**src/rtl/bp_be_issue_queue_pkg.sv**
```systemverilog
// Shared defaults and helpers for the replayable BE issue queue.
package bp_be_issue_queue_pkg;

  localparam int iq_els_default_lp   = 8;
  localparam int iq_width_default_lp = 128;

  function automatic int iq_ptr_width(input int els);
    return $clog2(els) + 1;
  endfunction

endpackage

```
**src/rtl/bp_be_issue_queue_ptr.sv**
```systemverilog
// Wrap-bit circular pointer: loads val_i on set_i, else advances by inc_i.
module bp_be_issue_queue_ptr
  import bp_be_issue_queue_pkg::*;
#(
  parameter int els_p     = 8,
  parameter int max_inc_p = 1,
  localparam int ptr_width_lp = iq_ptr_width(els_p),
  localparam int inc_width_lp = $clog2(max_inc_p + 1)
) (
  input  logic                    clk_i,
  input  logic                    reset_i,
  input  logic                    set_i,
  input  logic [ptr_width_lp-1:0] val_i,
  input  logic [inc_width_lp-1:0] inc_i,
  output logic [ptr_width_lp-1:0] ptr_o
);

  // els_p is a power of two, so natural overflow wraps modulo 2*els_p
  always_ff @(posedge clk_i) begin
    if (!reset_i)
      ptr_o <= '0;
    else if (set_i)
      ptr_o <= val_i;
    else
      ptr_o <= ptr_o + ptr_width_lp'(inc_i);
  end

endmodule

```
**src/rtl/bp_be_issue_queue.sv**
```systemverilog
// Replayable issue buffer: speculative read pointer, commit pointer
// for retirement, roll back to commit and full clear.
module bp_be_issue_queue
  import bp_be_issue_queue_pkg::*;
#(
  parameter int els_p        = iq_els_default_lp,
  parameter int data_width_p = iq_width_default_lp,
  localparam int ptr_width_lp = iq_ptr_width(els_p),
  localparam int idx_width_lp = ptr_width_lp - 1
) (
  input  logic                    clk_i,
  input  logic                    reset_i,
  input  logic [data_width_p-1:0] data_i,
  input  logic                    v_i,
  output logic                    ready_o,
  output logic [data_width_p-1:0] data_o,
  output logic                    v_o,
  input  logic                    yumi_i,
  input  logic                    deq_i,
  input  logic                    roll_i,
  input  logic                    clr_i,
  output logic [ptr_width_lp-1:0] count_o,
  output logic                    full_o
);

  logic [ptr_width_lp-1:0] wptr, rptr, cptr;
  logic [ptr_width_lp-1:0] wptr_n, cptr_inc;
  logic [ptr_width_lp-1:0] rptr_val;
  logic [data_width_p-1:0] mem_r [els_p];
  logic                    ready_r;
  logic                    enq;
  logic                    rptr_set;
  logic                    cptr_adv;
  logic                    rptr_adv;

  assign full_o = (wptr[idx_width_lp-1:0] == cptr[idx_width_lp-1:0])
               && (wptr[idx_width_lp] != cptr[idx_width_lp]);
  assign count_o = wptr - cptr;
  assign v_o     = (rptr != wptr);
  assign ready_o = ready_r & ~full_o;
  assign data_o  = mem_r[rptr[idx_width_lp-1:0]];

  assign enq      = v_i & ready_o;
  assign wptr_n   = wptr + ptr_width_lp'(enq);
  assign cptr_inc = cptr + ptr_width_lp'(deq_i);

  // clr wins over roll; both reposition rptr, clr also drags cptr
  assign rptr_set = clr_i | roll_i;
  assign rptr_val = clr_i ? wptr_n : cptr_inc;
  assign rptr_adv = yumi_i & ~rptr_set;
  assign cptr_adv = deq_i & ~clr_i;

  always_ff @(posedge clk_i) begin
    if (!reset_i)
      ready_r <= 1'b0;
    else
      ready_r <= 1'b1;
  end

  always_ff @(posedge clk_i) begin
    if (enq)
      mem_r[wptr[idx_width_lp-1:0]] <= data_i;
  end

  bp_be_issue_queue_ptr #(
    .els_p(els_p),
    .max_inc_p(1)
  ) u_wptr (
    .clk_i  (clk_i),
    .reset_i(reset_i),
    .set_i  (1'b0),
    .val_i  ('0),
    .inc_i  (enq),
    .ptr_o  (wptr)
  );

  bp_be_issue_queue_ptr #(
    .els_p(els_p),
    .max_inc_p(1)
  ) u_rptr (
    .clk_i  (clk_i),
    .reset_i(reset_i),
    .set_i  (rptr_set),
    .val_i  (rptr_val),
    .inc_i  (rptr_adv),
    .ptr_o  (rptr)
  );

  bp_be_issue_queue_ptr #(
    .els_p(els_p),
    .max_inc_p(1)
  ) u_cptr (
    .clk_i  (clk_i),
    .reset_i(reset_i),
    .set_i  (clr_i),
    .val_i  (wptr_n),
    .inc_i  (cptr_adv),
    .ptr_o  (cptr)
  );

  a_yumi_valid: assert property (
    @(posedge clk_i) disable iff (!reset_i)
    yumi_i |-> v_o
  );

  a_deq_issued: assert property (
    @(posedge clk_i) disable iff (!reset_i)
    deq_i |-> (cptr != rptr)
  );

endmodule

```
**config.mk**
```make
export PLATFORM = sky130hd
export DESIGN_NAME = bp_be_issue_queue
export DESIGN_NICKNAME = d
export VERILOG_FILES = /design/src/rtl/bp_be_issue_queue_pkg.sv /design/src/rtl/bp_be_issue_queue_ptr.sv /design/src/rtl/bp_be_issue_queue.sv
export SDC_FILE = /design/constraint.sdc
export NUM_CORES = 1
export LEC_CHECK = 0
export BUFFER_PORTS_ARGS = -buffer_cell sky130_fd_sc_hd__buf_2
export CAP_MARGIN = 20
export CORE_ASPECT_RATIO = 1.5
export CORE_UTILIZATION = 60
export CTS_CLUSTER_SIZE = 20
export DETAILED_ROUTE_END_ITERATION = 7
export PLACE_DENSITY = 0.9
export SLEW_MARGIN = 10
export SYNTH_ARGS = -nofsm -noshare
export SYNTH_HDL_FRONTEND = slang
export SYNTH_SLANG_ARGS = --single-unit
export TNS_END_PERCENT = 1
```
**constraint.sdc**
```tcl
create_clock -name clk_i -period 21.1 [get_ports clk_i]
set_clock_uncertainty 0.1 [all_clocks]
set_input_delay 4.22 -clock clk_i [delete_from_list [all_inputs] [get_ports clk_i]]
set_output_delay 4.22 -clock clk_i [all_outputs]
set_load 0.02 [all_outputs]
```
# After elaboration in Yosys (flattened, before gate mapping)
# Memory sizes are Yosys's and may differ from the RTL's. A register that Yosys moved wholly into a read port is not among the register bits.
# Index checks and enable logic that the tools add are counted.
classes:
  muxes: 7
  eq_ne: 3
  add_sub_neg: 5
  div_mod_pow: 0
  shifts: 0
  bitwise: 8
  magnitude_cmp: 0
  n_mul: 0
  n_reduce_logical: 1
ops:
  columns: ["operator", "n"]
  rows:
  - ["4-bit by 1-bit adder with 4-bit output", 4]
  - ["4-bit two-way mux", 3]
  - ["1-bit bitwise AND", 4]
  - ["4-bit inequality test", 1]
  - ["4-bit subtractor", 1]
  - ["3-bit == test", 1]
  - ["1-bit two-way mux", 3]
  - ["3-bit two-way mux", 1]
  - ["1-bit NOT", 3]
  - ["1-bit logical AND", 1]
  - ["1-bit inequality test", 1]
  - ["1-bit OR", 1]
totals:
  out_inout_bits: 135
  regBits: 13
  n_memories: 1
  mem_bits_ro: 0
  ram_bits: 1024
  inputBits: 135
  latch_bits: 0
memory_table:
  columns: ["name", "words", "width", "read_ports", "rd_ports_with_merged_regs", "write_ports", "line_no", "rtl"]
  rows:
  - ["mem_r", 8, 128, 1, 1, 1, "bp_be_issue_queue.sv:29", "logic [data_width_p-1:0] mem_r [els_p];"]

# Depth between registers and ports, before layout
logic_depth:
  depth_word: 9
  ltp_mapped: 12
  depth_no_buf: 11

# Modules after synthesis
# A second synthesis with hierarchy kept.
hier_totals:
  hier_cells: 1599
  hier_area_um2: 39495.4
modules_own_cells:
  columns: ["mod", "n_inst", "cells_each", "seq_area_each_um2", "area_each_um2"]
  rows:
  - ["bp_be_issue_queue", 1, 1542, 30769.5, 38868.5]
  - ["bp_be_issue_queue_ptr", 3, 19, 80.1, 209.0]

# Least setup slack after synthesis
# OpenSTA, ideal clock, no wires.
synth_path:
  kind: "input to register"
  startpoint: "input v_i"
  endpoint: "memory mem_r[4][0] in the netlist's numbering, enable pin"
  arrival_ps: 16337
  setup_slack_ps: 3734
  n_path_buf: 0
  stages: 2
  path_cell_list: "nand2_1 nor4_1"
synth_between:
  elab_chain_cells: 3
synth_rtl:
  columns: ["element", "line_no", "rtl"]
  rows:
  - ["from (decl)", "bp_be_issue_queue.sv:14", "input logic v_i,"]
  - ["1-bit bitwise AND", "bp_be_issue_queue.sv:43", "assign enq = v_i & ready_o;"]
  - ["1-bit two-way mux", "bp_be_issue_queue.sv:61", "if (enq)"]
  - ["1-bit two-way mux (not written as such)", "bp_be_issue_queue.sv:62", "mem_r[wptr[idx_width_lp-1:0]] <= data_i;"]
  - ["to (decl)", "bp_be_issue_queue.sv:29", null]
# No other way between the ends.

==> metrics <==
status=finished, final reports clean; Pins Over Slew Limit=0; Syn Nets=1737; filler instances=3652; worst-path maximum fanout=46; Max Fclk=111 MHz; #FFs+latches synth=1037; asr flop ratio synth=0; chip width=211 um; endpoint class of the critical path=output pin; Worst Max-Slew Pin Slew=1030 ps; Rel. slew slack=0.309; site row count=114; leading area contributor after synthesis=edfxtp_1; worst hold path type=register to register; CTS sink cnt=1037; most frequent cells in the layout=edfxtp_1, buf_2, mux4_2, mux2_2, clkbuf_16; Starting DRT DRC Count=1759; initial antenna violation count=14; Finished Layout Cells=2855; Vias=17700; Crit path top cell by count=buf_4; Total GRT Usage=0.247; largest net degree at the start of global routing=129; CP cell instances=buf_4 -> buf_12 -> buf_4 -> buf_4 -> buf_16 -> mux4_2 -> mux2_2 -> buf_2; clock slew at reported path FFs=70 ps; H-tree levels=3; Setup TNS Final=0 ps; Area growth syn-to-layout=14.4%; later-pin clock latency in the skew report=660 ps; top-area cell type share of the netlist area=0.781; Tmin final=9040 ps; initial core utilization=0.609; Inst Count DP=2676; critical path buffer and inverter count=6; Multi-input gate area=7850 um2; layout net count=2048; WHS=434 ps; Placeable Area=64600 um2; # resized after CTS=0; number of synthesized flops with an enable pin=1024; fraction of final layout cells sized beyond drive strength 1=0.423; Cell variety after synth=33; PwrDens=99.3 nW/um2; die height=316 um; Worst EP arrival=4720 ps; CP top delay family=buffers and inverters; vias in the first global route=19000; Die Area=66600 um2; Max clock buf depth=3; total power=4470 uW; prevailing post-synth register cell=edfxtp_1; CP peak stage delay=750 ps; synth top area cells=edfxtp_1, mux4_2, mux2_2, buf_6, dfxtp_1; RSZ-0062 raised after global routing=no; Worst Setup SP=u_rptr.ptr_o[0]$_SDFF_PN0_; Hold Fails Final Rpt=0; sequential cell area=31000 um2; CP max-delay cell=buf_4; Inserted Clock Buffers=91; root buffer cell=clkbuf_16; Post-Syn Area=39400 um2; Hold Buf Count CTS=0; grt total ovfl=0; Worst setup SP type=register; Req. time, crit path=16780 ps; remaining antenna violation count after routing=0; IO Count=270; TritonRoute pass-1 iters=5; endpoints failing setup=0; postcts setup bufs=0; Syn Inst Count=1590; wire per inst=28.1 um; most common cell after layout, fill and taps aside=edfxtp_1; YS warnings=0; worst reg2reg startpoint=u_wptr.ptr_o[1]$_SDFF_PN0_; Syn Area/Cell=24.8 um2; detailed-route wire length=80200 um; first-pass GRT wire length=119000 um; Seq/Total Area, Yosys=0.788; Tcrit/Tclk final=0.429; DRC Markers=0; CTS tree=built; PortBufs=269; critical path type=register to output pin; Max Cap Viol=0; Via density=6.20; LEAKAGE=0.0143 uW; HPWL after DPL=41300 um; global placement routability congestion=0.784; maximum vdd drop=0.000103 V; HP Start=u_cptr.ptr_o[3]$_SDFF_PN0_
## Yosys cell counts, drive strengths merged (4+ instances only)
cell    instances
inv            10
nand2           7
and2            6
xnor2           7
ha             11
nor2            8
clkbuf         22
buf            56
xor2            7
mux4          256
mux2          128
edfxtp       1024
dfxtp          13
nor3            4
nand3           5
## power by group
| group | internal [uW] | switching [uW] | total (uW) |
|---|---|---|---|
| Combinational | 143 | 181 | 323 |
| Sequential | 2290 | 13.7 | 2300 |
| Clock | 1110 | 738 | 1850 |
| Total | 3540 | 932 | 4470 |
## cell families after synthesis
| kind of cell | after synthesis | share of synthesized area |
|---|---|---|
| AO/OA/AOI/OAI | 12 | 0.00207 |
| XOR/XNOR | 14 | 0.00312 |
| adder cells (fa/ha/maj) | 12 | 0.00401 |
| buffers and inverters | 88 | 0.0139 |
| flip-flops | 1037 | 0.788 |
| multiplexers | 386 | 0.184 |
| AND/OR/NAND/NOR | 41 | 0.00537 |
## per-layer routing
| layer | up-vias | wire length, um | track usage |
|---|---|---|---|
| li1 | 7413 | - | - |
| met1 | 9300 | 28200 | 0.295 |
| met2 | 835 | 43600 | 0.445 |
| met3 | 156 | 5880 | 0.0456 |
| met4 | 10 | 2430 | 0.0957 |
| met5 | - | 63 | 0 |
## worst paths after layout
check	end	slack, ps	cells past startpoint
worst min-delay path	u_rptr.ptr_o[3]$_SDFF_PN0_	430	2
worst max register to register	mem_r[6][101]$_DFFE_PP_	16180	9
worst max-delay path	data_o[64]	12060	8
worst min register to register	u_rptr.ptr_o[3]$_SDFF_PN0_	430	2
## sequential cells by signal, summed over array words and instances (netlist names)
signal	flops
mem_r	1024
ready_r	1
u_cptr.ptr_o	4
u_wptr.ptr_o	4
u_rptr.ptr_o	4
## worst reg2reg max path, cell delays in order, from the launching register on
cell      delay, ps
dfxtp_1         620
ha_1            340
and4_1          190
nand2b_1        270
inv_1           120
nand2_1         190
nor3_2          550
buf_4           550
buf_4           730
buf_4           830
## through the flow
step                      utilization  instance area, um2  setup WS (ps)
after floorplan                     -               39400           3730
after global placement          0.643               41600          12300
after detailed placement        0.644               41600          12200
after CTS                       0.696               44900          11450
after global routing            0.697               45000          11640
final                           0.697               45000          12060
## final cells by class
type,instances,share of cell area
flip-flops and latches,1037,0.689
multi-input cells,465,0.174
repair buffers,296,0.0365
well taps,870,0.0242
clock inverters,63,0.0218
inverters,10,0.000834
clock buffers,106,0.0528
diodes,8,0.000445
Power figures use the tool's default switching activity.
